File: src/rtl/attopu_loader_pkg.sv
// Shared definitions for the attopu program loader: memory depth and FSM states.
// ATTOPU_LOADER_CHECKSUM_EN adds the CHK state (and widens the state encoding).
package attopu_loader_pkg;

  localparam int unsigned MEM_WORDS = 1024;

`ifdef ATTOPU_LOADER_CHECKSUM_EN
  typedef enum logic [3:0] {
    S_IDLE, S_CNT_HI, S_CNT_LO, S_DAT_HI, S_DAT_LO, S_WRITE, S_DONE, S_ERR, S_CHK
  } state_e;
`else
  typedef enum logic [2:0] {
    S_IDLE, S_CNT_HI, S_CNT_LO, S_DAT_HI, S_DAT_LO, S_WRITE, S_DONE, S_ERR
  } state_e;
`endif

  function automatic logic accepts_bytes(input state_e s);
`ifdef ATTOPU_LOADER_CHECKSUM_EN
    return s inside {S_CNT_HI, S_CNT_LO, S_DAT_HI, S_DAT_LO, S_CHK};
`else
    return s inside {S_CNT_HI, S_CNT_LO, S_DAT_HI, S_DAT_LO};
`endif
  endfunction

  function automatic logic is_busy(input state_e s);
    return !(s inside {S_IDLE, S_DONE, S_ERR});
  endfunction

endpackage

File: src/rtl/attopu_loader_chk.sv
// Checksum accumulator for the attopu loader: modulo-256 sum of accepted bytes.
// Instantiated by attopu_loader only when ATTOPU_LOADER_CHECKSUM_EN is defined.
module attopu_loader_chk
  import attopu_loader_pkg::*;
(
  input  logic       clk_i,
  input  logic       rst_i,
  input  logic       clear_i,
  input  logic       add_i,
  input  logic [7:0] byte_i,
  input  logic [7:0] cmp_i,
  output logic       match_o
);

  logic [7:0] sum_q;

  always_ff @(posedge clk_i) begin
    if (rst_i || clear_i) begin
      sum_q <= '0;
    end else if (add_i) begin
      sum_q <= sum_q + byte_i;
    end
  end

  assign match_o = (sum_q == cmp_i);

endmodule

File: src/rtl/attopu_loader.sv
// attopu program loader: byte stream (count, then big-endian words) into memory.
// Optional trailing checksum byte when ATTOPU_LOADER_CHECKSUM_EN is defined.
module attopu_loader
  import attopu_loader_pkg::*;
#(
  parameter logic [15:0] BASE_ADDR = 16'h0000,
  parameter int unsigned MAX_WORDS = MEM_WORDS
) (
  input  logic        clk,
  input  logic        rst,
  input  logic        start,
  input  logic        in_valid,
  input  logic [7:0]  in_data,
  output logic        in_ready,
  output logic [15:0] mem_addr,
  output logic        mem_we,
  output logic [15:0] mem_data,
  output logic        cpu_rst,
  output logic        busy,
  output logic        done,
  output logic        error
);

`ifdef ATTOPU_LOADER_CHECKSUM_EN
  localparam state_e S_TAIL = S_CHK;
`else
  localparam state_e S_TAIL = S_DONE;
`endif

  state_e      state_q, state_d;
  logic [15:0] cnt_q, idx_q;
  logic [7:0]  hi_q;
  logic        in_ready_q, mem_we_q, cpu_rst_q, busy_q, done_q, error_q;
  logic [15:0] mem_addr_q, mem_data_q;

  logic        xfer, load_start;
  logic [15:0] idx_inc, cnt_rx;

  assign xfer       = in_valid && in_ready_q;
  assign load_start = start && (state_q inside {S_IDLE, S_DONE, S_ERR});
  assign idx_inc    = idx_q + 16'd1;
  assign cnt_rx     = {cnt_q[15:8], in_data};

`ifdef ATTOPU_LOADER_CHECKSUM_EN
  logic chk_match;

  attopu_loader_chk u_chk (
    .clk_i   (clk),
    .rst_i   (rst),
    .clear_i (load_start),
    .add_i   (xfer && (state_q != S_CHK)),
    .byte_i  (in_data),
    .cmp_i   (in_data),
    .match_o (chk_match)
  );
`endif

  always_comb begin
    state_d = state_q;
    case (state_q)
      S_IDLE, S_DONE, S_ERR: if (load_start) state_d = S_CNT_HI;
      S_CNT_HI: if (xfer) state_d = S_CNT_LO;
      S_CNT_LO: begin
        if (xfer) begin
          if ({16'd0, cnt_rx} > MAX_WORDS) state_d = S_ERR;
          else if (cnt_rx == 16'd0)        state_d = S_TAIL;
          else                             state_d = S_DAT_HI;
        end
      end
      S_DAT_HI: if (xfer) state_d = S_DAT_LO;
      S_DAT_LO: if (xfer) state_d = S_WRITE;
      S_WRITE:  state_d = (idx_inc == cnt_q) ? S_TAIL : S_DAT_HI;
`ifdef ATTOPU_LOADER_CHECKSUM_EN
      S_CHK:    if (xfer) state_d = chk_match ? S_DONE : S_ERR;
`endif
      default:  state_d = S_IDLE;
    endcase
  end

  // Status outputs are registered from the next state so they change on the
  // same edge as the state register itself.
  always_ff @(posedge clk) begin
    if (rst) begin
      state_q    <= S_IDLE;
      in_ready_q <= 1'b0;
      mem_we_q   <= 1'b0;
      mem_addr_q <= BASE_ADDR;
      mem_data_q <= '0;
      cpu_rst_q  <= 1'b1;
      busy_q     <= 1'b0;
      done_q     <= 1'b0;
      error_q    <= 1'b0;
      cnt_q      <= '0;
      idx_q      <= '0;
      hi_q       <= '0;
    end else begin
      state_q    <= state_d;
      in_ready_q <= accepts_bytes(state_d);
      busy_q     <= is_busy(state_d);
      done_q     <= (state_d == S_DONE);
      error_q    <= (state_d == S_ERR);
      cpu_rst_q  <= (state_d != S_DONE);
      mem_we_q   <= (state_d == S_WRITE);

      if (load_start)          idx_q <= '0;
      if (state_q == S_WRITE)  idx_q <= idx_inc;

      if (xfer && state_q == S_CNT_HI) cnt_q[15:8] <= in_data;
      if (xfer && state_q == S_CNT_LO) cnt_q       <= cnt_rx;
      if (xfer && state_q == S_DAT_HI) hi_q        <= in_data;
      if (xfer && state_q == S_DAT_LO) begin
        mem_addr_q <= BASE_ADDR + idx_q;
        mem_data_q <= {hi_q, in_data};
      end
    end
  end

  assign in_ready = in_ready_q;
  assign mem_we   = mem_we_q;
  assign mem_addr = mem_addr_q;
  assign mem_data = mem_data_q;
  assign cpu_rst  = cpu_rst_q;
  assign busy     = busy_q;
  assign done     = done_q;
  assign error    = error_q;

endmodule

File: config.mk
export PLATFORM = sky130hd
export DESIGN_NAME = attopu_loader
export DESIGN_NICKNAME = d
export VERILOG_FILES = /design/src/rtl/attopu_loader_pkg.sv /design/src/rtl/attopu_loader_chk.sv /design/src/rtl/attopu_loader.sv
export SDC_FILE = /design/constraint.sdc
export NUM_CORES = 1
export LEC_CHECK = 0
export ABC_CLOCK_PERIOD_IN_PS = 5950
export BUFFER_PORTS_ARGS = -buffer_cell sky130_fd_sc_hd__buf_2
export CORE_MARGIN = 2
export CORE_UTILIZATION = 50
export DETAILED_ROUTE_END_ITERATION = 7
export PLACE_DENSITY = 0.72
export SYNTH_ARGS = -nofsm -noshare
export SYNTH_HDL_FRONTEND = slang
export SYNTH_SLANG_ARGS = --single-unit
File: constraint.sdc
create_clock -name clk -period 5.95 [get_ports clk]
set_input_delay 0.2975 -clock clk [delete_from_list [all_inputs] [get_ports clk]]
set_output_delay 0.2975 -clock clk [all_outputs]
set_load 0.02 [all_outputs]
# Word-level counts from Yosys, hierarchy flattened
# Index checks and enable logic that the tools add are counted.
[word_totals]
register_bits = 81
elab_cells = 59
[classes]
n_addsub = 1
order_cmp = 1
eq_ne = 16
n_mux = 11
n_bitwise = 1
reduce_logical = 16
[op_table]
columns = ["op", "n"]
rows = [
  ["$mux W16", 2],
  ["$eq A3 B3 Y1 const B", 8],
  ["$mux W3", 8],
  ["$pmux W3 S6", 1],
  ["$add A16 B1 Y16 const B", 1],
  ["$eq A16 B16 Y1", 1],
  ["$gt A16 B11 Y1 const B", 1],
  ["$logic_not A16 Y1", 1],
  ["$eq A3 B2 Y1 const B", 4],
  ["$eq A3 B1 Y1 const B", 2],
  ["$logic_and A1 B1 Y1", 6],
  ["$logic_not A3 Y1", 2],
  ["$reduce_bool A3 Y1", 2],
  ["$reduce_bool A4 Y1", 1],
  ["$ne A3 B3 Y1 const B", 1],
  ["$reduce_or A3 Y1", 1],
  ["$reduce_and A2 Y1", 1],
  ["$reduce_bool A2 Y1", 1],
  ["$logic_not A1 Y1", 1],
  ["$not A1 Y1", 1],
]

# Logic depth before layout (Yosys ltp)
# Gate-level depths: netlist of run 1.
[depth]
ltp_word = 8
depth_mapped = 9

# Least setup slack after synthesis of run 1
# Ideal clock, no wire load.
[synth_timing]
path_type = "flip-flop to flip-flop"
from = "register idx_q[0]"
to = "register in_ready_q, in the netlist in_ready"
setup_ns = 0.121
arrival_time_ns = 2.527
required_time_ns = 5.829
slack_ns = 3.302
stages_incl_launch_ff = 10
path_buffers = 1
period_less_slack_ns = 2.648
cell_sequence = "dfxtp_1 -> ha_1 -> clkbuf_1 -> nand3_1 -> nor4_1 -> nand2_1 -> xnor2_1 -> or3_4 -> o31ai_4 -> mux2_4"
[synth_via]
elab_chain_cells = 6
[synth_rtl]
columns = ["element", "line", "source"]
rows = [
  ["start, declared", "attopu_loader.sv:31", "logic [15:0] cnt_q, idx_q;"],
  ["start signal, assigned", "attopu_loader.sv:106", "if (state_q == S_WRITE) idx_q <= idx_inc;"],
  ["$add A16 B1 Y16 (*)", "attopu_loader.sv:41", "assign idx_inc = idx_q + 16'd1;"],
  ["$eq A16 B16 Y1 (*)", "attopu_loader.sv:72", "S_WRITE: state_d = (idx_inc == cnt_q) ? S_TAIL : S_DAT_HI;"],
  ["$mux W3 (*)", "attopu_loader.sv:72", ""],
  ["$pmux W3 S6 (*)", "attopu_loader.sv:60", "case (state_q)"],
  ["$eq A3 B1 Y1 (tied with other cells)", "attopu_loader_pkg.sv:21", "return s inside {S_CNT_HI, S_CNT_LO, S_DAT_HI, S_DAT_LO};"],
  ["$reduce_bool A4 Y1 (*)", "attopu_loader_pkg.sv:21", ""],
  ["end signal, assigned", "attopu_loader.sv:98", "in_ready_q <= accepts_bytes(state_d);"],
  ["end, declared", "attopu_loader.sv:33", "logic in_ready_q, mem_we_q, cpu_rst_q, busy_q, done_q, error_q;"],
]
# Mark *: on every way between the ends. The rest lies on a longest branch, timed or not.
# A chain may end at the register's enable or synchronous reset.

# Worst setup path in the final report of run 1
# Ends and elaborated chain as after synthesis.

==> results of run 1 <==
flip-flops by register name (all words and copies together) (netlist names):
register	cells
cnt_q	16
mem_we	1
done	1
hi_q	8
in_ready	1
cpu_rst	1
idx_q	16
mem_data	16
busy	1
error	1
state_q	3
mem_addr	16
routing by layer:
metal	part of all wire (%)	routed length, um
met3	5.0	425
met5	0	0
met1	46	3910
met2	48	4030
met4	0.98	83
critical path, stage by stage, from the launching register on:
cell and delay [ns]:
dfxtp_1 0.47, ha_1 0.34, nand3_1 0.19, nor4_1 0.58, nand2_1 0.17, xnor2_1 0.16, or3_4 0.35, o31ai_4 0.29
mux2_4 0.33
per-stage QoR:
step | cell area (um2) | utilization (%)
2_1_floorplan | 3670 | -
3_3_place_gp | 3940 | 54.9
3_5_place_dp | 3940 | 54.9
4_1_cts | 4170 | 58.0
5_1_grt | 4170 | 58.0
6_report | 4170 | 58.0
synth_stat cells (2+ instances only):
cell type / count
a21oi_1: 59
a221oi_1: 2
a311oi_1: 6
a31oi_1: 6
and3_1: 3
and4_1: 2
buf_2: 6
clkbuf_1: 26
dfxtp_1: 81
inv_1: 3
mux2i_1: 15
nand2_1: 92
nand2b_1: 2
nand3_1: 12
nand3b_1: 2
nand4_1: 7
nor2_1: 43
nor2b_1: 2
nor3_1: 3
nor4_1: 8
o211ai_1: 2
o21a_1: 2
o21ai_0: 25
or3_1: 2
or4_2: 2
xnor2_1: 16
xor2_1: 7
worst min path at each step:
stage / cells after the start / to
5_1_grt: 3 / mem_data[1]
3_3_place_gp: 2 / mem_data[1]
2_1_floorplan: 2 / mem_data[10]
6_report: 3 / mem_data[1]
4_1_cts: 3 / mem_data[0]
3_5_place_dp: 2 / mem_addr[11]
power breakdown:
part	leakage, nW	switching (mW)	internal (mW)	total (mW)
logic	0.819	0.0325	0.0160	0.0485
clock network	0.117	0.204	0.249	0.453
registers	0.653	0.00669	0.545	0.552
total	1.59	0.243	0.811	1.05
cell type report:
class	count	area (um2)	share of cell area, %
Clock buffer	10	138	3.30
Clock inverter	6	87.6	2.10
Inverter	3	11.3	0.270
Multi-Input combinational cell	340	1900	45.6
Sequential cell	81	1620	38.9
Tap cell	99	124	2.97
Timing Repair Buffer	54	283	6.79
cell families (layout without fill, tap and decap cells):
| group | Yosys count | after routing | synth area share (%) |
|---|---|---|---|
| simple gates | 189 | 189 | 23.6 |
| compound gates | 110 | 110 | 17.4 |
| flops | 81 | 81 | 44.2 |
| buf+inv | 36 | 73 | 4.10 |
| xor+xnor | 23 | 23 | 5.49 |
| mux | 17 | 17 | 4.81 |
| fa+ha+maj | 1 | 1 | 0.341 |
==> qor.csv, run 1 <==
stage,metric,value,unit
finish,most frequent cells in the layout,"92 x nand2_1, 81 x dfxtp_1, 59 x a21oi_1",
cts,"Reg clk slew, reported paths",0.08,ns
cts,clock sinks,81,
pwr,total power,1.05,mW
critical_path,Worst EP arrival,3.21,ns
floorplan,Die W,89.6,um
logic_synthesis,Yosys top cell area share,44.2,%
finish,final non-filler cell total,593,
critical_path,Setup crit end,in_ready,
outcome,status,finished clean,
timing,final setup vio count,0,
critical_path,CP max FO,8,
floorplan,Initial Utilization,51.1,%
critical_path,classification of the worst setup path,register to register,
drt,Routed WL,8450,um
floorplan,core area,7180,um2
timing,crit share post-route,49.8,%
place,GPL Wtd Cong,0.900,
logic_synthesis,"Primary FF master, synth",dfxtp_1,
logic_synthesis,top post-synthesis cells by area,"dfxtp_1 44%, nand2_1 9.4%, a21oi_1 8.1%",
logic_synthesis,"Seq/Total Area, Yosys",44.2,%
cts,Post-CTS Resized,0,
timing,final slew viol count,0,
global_routing,global route overflow,0,
critical_path,crit end category,register,
critical_path,reg2reg end,in_ready,
drt,Via density,5.52,
critical_path,worst reg2reg path depth,8,
finish,Layout area overhead,13.6,%
critical_path,Worst Setup SP,idx_q[0],
finish,"most common cell after layout, fill and taps aside",nand2_1,
timing,setup_tns,0,ns
logic_synthesis,Synth Instances,457,
finish,Filler cells,668,
drt,DRT Pass-1 Iters,4,
timing,Least-Margin Pin Slew,0.811,ns
timing,unrepaired setup endpoints after global routing,no,
drt,Detail Route Antenna Nets,0,
critical_path,FF-to-FF setup slack,2.98,ns
pwr,pwr/cell area,253,nW/um2
global_routing,total global-route track usage,22.5,%
drt,detailed-route wire length per cell,14.3,um
place,dpl cells,577,
global_routing,largest net degree at the start of global routing,81,
logic_synthesis,cell area after synthesis,3670,um2
cts,CTS Hold Buffers Added,0,
timing,post-layout minimum cycle time,2.97,ns
timing,final hold vios,0,
global_routing,met1 Track Usage GR,30.1,%
finish,share of layout cells above drive strength 1,16.8,%
pwr,"IR drop worst, VDD",0.166,mV
cts,Clock Latency Late Sink,0.35,ns
logic_synthesis,Mean Syn Cell Area,8.02,um2
logic_synthesis,register bit total from synthesis,81,
global_routing,met3 Use GR,3.75,%
global_routing,GR Layer Usage met2,36.3,%
logic_synthesis,"Net Count, Synth",470,
cts,H-tree levels,3,
drt,DR DRC count,0,
global_routing,vias in the first global route,2921,
logic_synthesis,distinct cell type count after synthesis,48,
critical_path,CP Data Required Time,6.19,ns
timing,Max Clock Freq,0.337,GHz
finish,Ant. Diodes,0,
logic_synthesis,"FFs w/ async S/R, synth",0,%
place,pre-CTS setup slack,3.02,ns
cts,clock buffer depth,2,
place,HPWL after DPL,5780,um
global_routing,Top Usage Layer GRT,met2,
place,Port Buffers,49,
timing,Worst Skew,0.00672,ns
logic_synthesis,cell taking the most area after synthesis,dfxtp_1,
logic_synthesis,YS warnings,0,
worst_hold_path,hold crit path type,input pin to register,
timing,worst hold slack,0.236,ns
cts,CTS Buf Count,9,
global_routing,initial antenna violation count,0,
critical_path,Crit Reg-Reg Startpoint,idx_q[0],
logic_synthesis,Post-synth EDFFs,0,
timing,setup ws final,2.98,ns
worst_hold_path,hold_sp,in_data[1],
floorplan,row count,31,
cts,total setup buffers inserted after CTS,0,
drt,vias,3276,
run,max-cap violation count,0,
timing,Slew Limit Headroom,45.7,%
finish,Final nets,502,
drt,Detailed Route Iter0 Violations,165,
floorplan,die area,8030,um2
critical_path,type of origin of the critical path,register,
floorplan,boundary pin count,50,
cts,CTS tree,yes,
pwr,LEAKAGE,1.59,nW
floorplan,Die Ht,89.6,um
cts,clk root buf,clkbuf_8,
global_routing,first-pass GRT wire length,14000,um
Note: power is estimated with default switching activity, not from simulation.
==> run 2: changes to the inputs <==
Settings changed: ABC_CLOCK_PERIOD_IN_PS 5950 to 2800.
Clock period 5.95 ns to 2.8 ns, I/O delays scaled along.
==> qor.csv, run 2 (synthesis gave the netlist of run 1 again) <==
stage,metric,value,unit,change
finish,Layout area overhead,17.3,%,
finish,Final nets,520,,+3.6%
critical_path,Crit Reg-Reg Startpoint,idx_q[5],,
global_routing,met3 Use GR,4.39,%,+0.64 points
global_routing,vias in the first global route,3013,,+3.1%
floorplan,core area,7180,um2,unchanged
cts,clock sinks,81,,unchanged
place,GPL Wtd Cong,0.954,,+6.1%
timing,crit share post-route,93.4,%,+44 points
global_routing,total global-route track usage,23.1,%,+0.59 points
timing,unrepaired setup endpoints after global routing,no,,
cts,Post-CTS Resized,0,,unchanged
worst_hold_path,hold crit path type,input pin to register,,
timing,Slew Limit Headroom,42.5,%,-3.2 points
timing,final setup vio count,0,,unchanged
finish,Filler cells,636,,-4.8%
timing,Worst Skew,0.00987,ns,+0.00314 ns
global_routing,Top Usage Layer GRT,met2,,
floorplan,die area,8030,um2,unchanged
cts,clock buffer depth,2,,unchanged
floorplan,Die Ht,89.6,um,unchanged
cts,Clock Latency Late Sink,0.35,ns,about the same
finish,Util after Layout,59.9,%,+1.9 points
drt,DRT Pass-1 Iters,5,,+1
critical_path,CP max FO,7,,-1
global_routing,global route overflow,0,,unchanged
floorplan,Die W,89.6,um,unchanged
place,area post-placement,4080,um2,+3.4%
place,dpl cells,595,,+3.1%
cts,"Reg clk slew, reported paths",0.09,ns,about the same
drt,Via density,5.55,,+0.37%
critical_path,FF-to-FF setup slack,0.19,ns,-2.80 ns
timing,setup_tns,0,ns,unchanged
place,HPWL after DPL,6210,um,+7.3%
global_routing,GR Layer Usage met2,37.3,%,+1.0 points
timing,Max Clock Freq,0.383,GHz,+13%
global_routing,largest net degree at the start of global routing,50,,-38%
cts,clk root buf,clkbuf_8,,
drt,DR DRC count,0,,unchanged
pwr,pwr/cell area,521,nW/um2,+110%
place,Port Buffers,49,,unchanged
timing,post-layout minimum cycle time,2.61,ns,-0.351 ns
finish,Ant. Diodes,0,,unchanged
critical_path,reg2reg end,in_ready,,
cts,CTS tree,yes,,
global_routing,first-pass GRT wire length,14400,um,+3.3%
timing,final slew viol count,0,,unchanged
critical_path,worst reg2reg path depth,7,,-1
floorplan,row count,31,,unchanged
pwr,"IR drop worst, VDD",0.301,mV,+82%
pwr,LEAKAGE,1.67,nW,+5.0%
critical_path,Setup crit end,in_ready,,
run,max-cap violation count,0,,unchanged
floorplan,boundary pin count,50,,unchanged
finish,post-route cell area,4300,um2,+3.2%
critical_path,CP Data Required Time,3.05,ns,-3.14 ns
critical_path,type of origin of the critical path,register,,
floorplan,Initial Utilization,51.1,%,unchanged
outcome,status,finished clean,,
finish,most frequent cells in the layout,"92 x nand2_1, 81 x dfxtp_1, 59 x a21oi_1",,
pwr,total power,2.24,mW,+110%
finish,"most common cell after layout, fill and taps aside",nand2_1,,
finish,share of layout cells above drive strength 1,19.7,%,+2.9 points
cts,CTS Buf Count,9,,unchanged
global_routing,initial antenna violation count,0,,unchanged
critical_path,Worst EP arrival,2.86,ns,-0.35 ns
critical_path,Worst Setup SP,idx_q[5],,
drt,Detail Route Antenna Nets,0,,unchanged
cts,total setup buffers inserted after CTS,0,,unchanged
drt,Routed WL,8940,um,+5.7%
timing,final hold vios,0,,unchanged
drt,vias,3388,,+3.4%
drt,detailed-route wire length per cell,14.6,um,+2.6%
critical_path,classification of the worst setup path,register to register,,
cts,CTS Hold Buffers Added,0,,unchanged
cts,H-tree levels,3,,unchanged
global_routing,met1 Track Usage GR,31.0,%,+0.94 points
timing,Least-Margin Pin Slew,0.863,ns,+0.0515 ns
drt,Detailed Route Iter0 Violations,169,,+2.4%
finish,final non-filler cell total,611,,+3.0%
critical_path,crit end category,register,,
[run 2: cell types whose count changed in the layout (fill, tap and decap cells not counted), sizes merged]
cell / previous run / this run
buf: 54 / 72
clkinvlp: 0 / 3
clkbuf: 10 / 9
clkinv: 2 / 0
[run 2: worst min path at each step]
stage / start / to / depth (start not counted)
after floorplan: in_data[0] / mem_data[0] / 2
after global placement: in_data[0] / mem_data[0] / 3
after detailed placement: in_data[0] / mem_data[0] / 3
after CTS: in_data[0] / mem_data[0] / 3
after global routing: in_data[0] / mem_data[0] / 3
final: in_data[0] / mem_data[0] / 3
[run 2: layout make-up]
class	count	area (um2)	share of cell area (%)
clock buffers	9	124	2.88
repair buffers	72	418	9.72
flip-flops and latches	81	1620	37.7
inverters	3	11.3	0.262
well taps	99	124	2.88
multi-input cells	340	1900	44.2
clock inverters	7	100	2.33
[run 2: per-layer routing]
layer / share of wire (%) / vias up
li1: - / 1690
met1: 46 / 1595
met2: 48 / 88
met3: 4.6 / 15
met4: 1.6 / 0
met5: 0 / -
[run 2: per-stage QoR]
step / hold slack (ns) / worst slack, ns
floorplan: 0.276 / 0.152
global placement: 0.432 / 0.249
detailed placement: 0.436 / 0.193
CTS: 0.0596 / 0.185
global route: 0.0690 / 0.00242
finish: 0.0678 / 0.186
[run 2: where the power goes]
part | switching (mW) | leakage, nW | internal, mW
combinational | 0.0763 | 0.913 | 0.0392
clock | 0.449 | 0.102 | 0.508
sequential | 0.00773 | 0.653 | 1.16
total | 0.533 | 1.67 | 1.71
[run 2: critical path: stages (launching register included)]
cell and delay, ns:
dfxtp_1 0.47, nand3_2 0.15, or4_4 0.59, nand2b_4 0.16
o21a_1 0.16, or3_4 0.37, o31ai_4 0.28, mux2_4 0.32
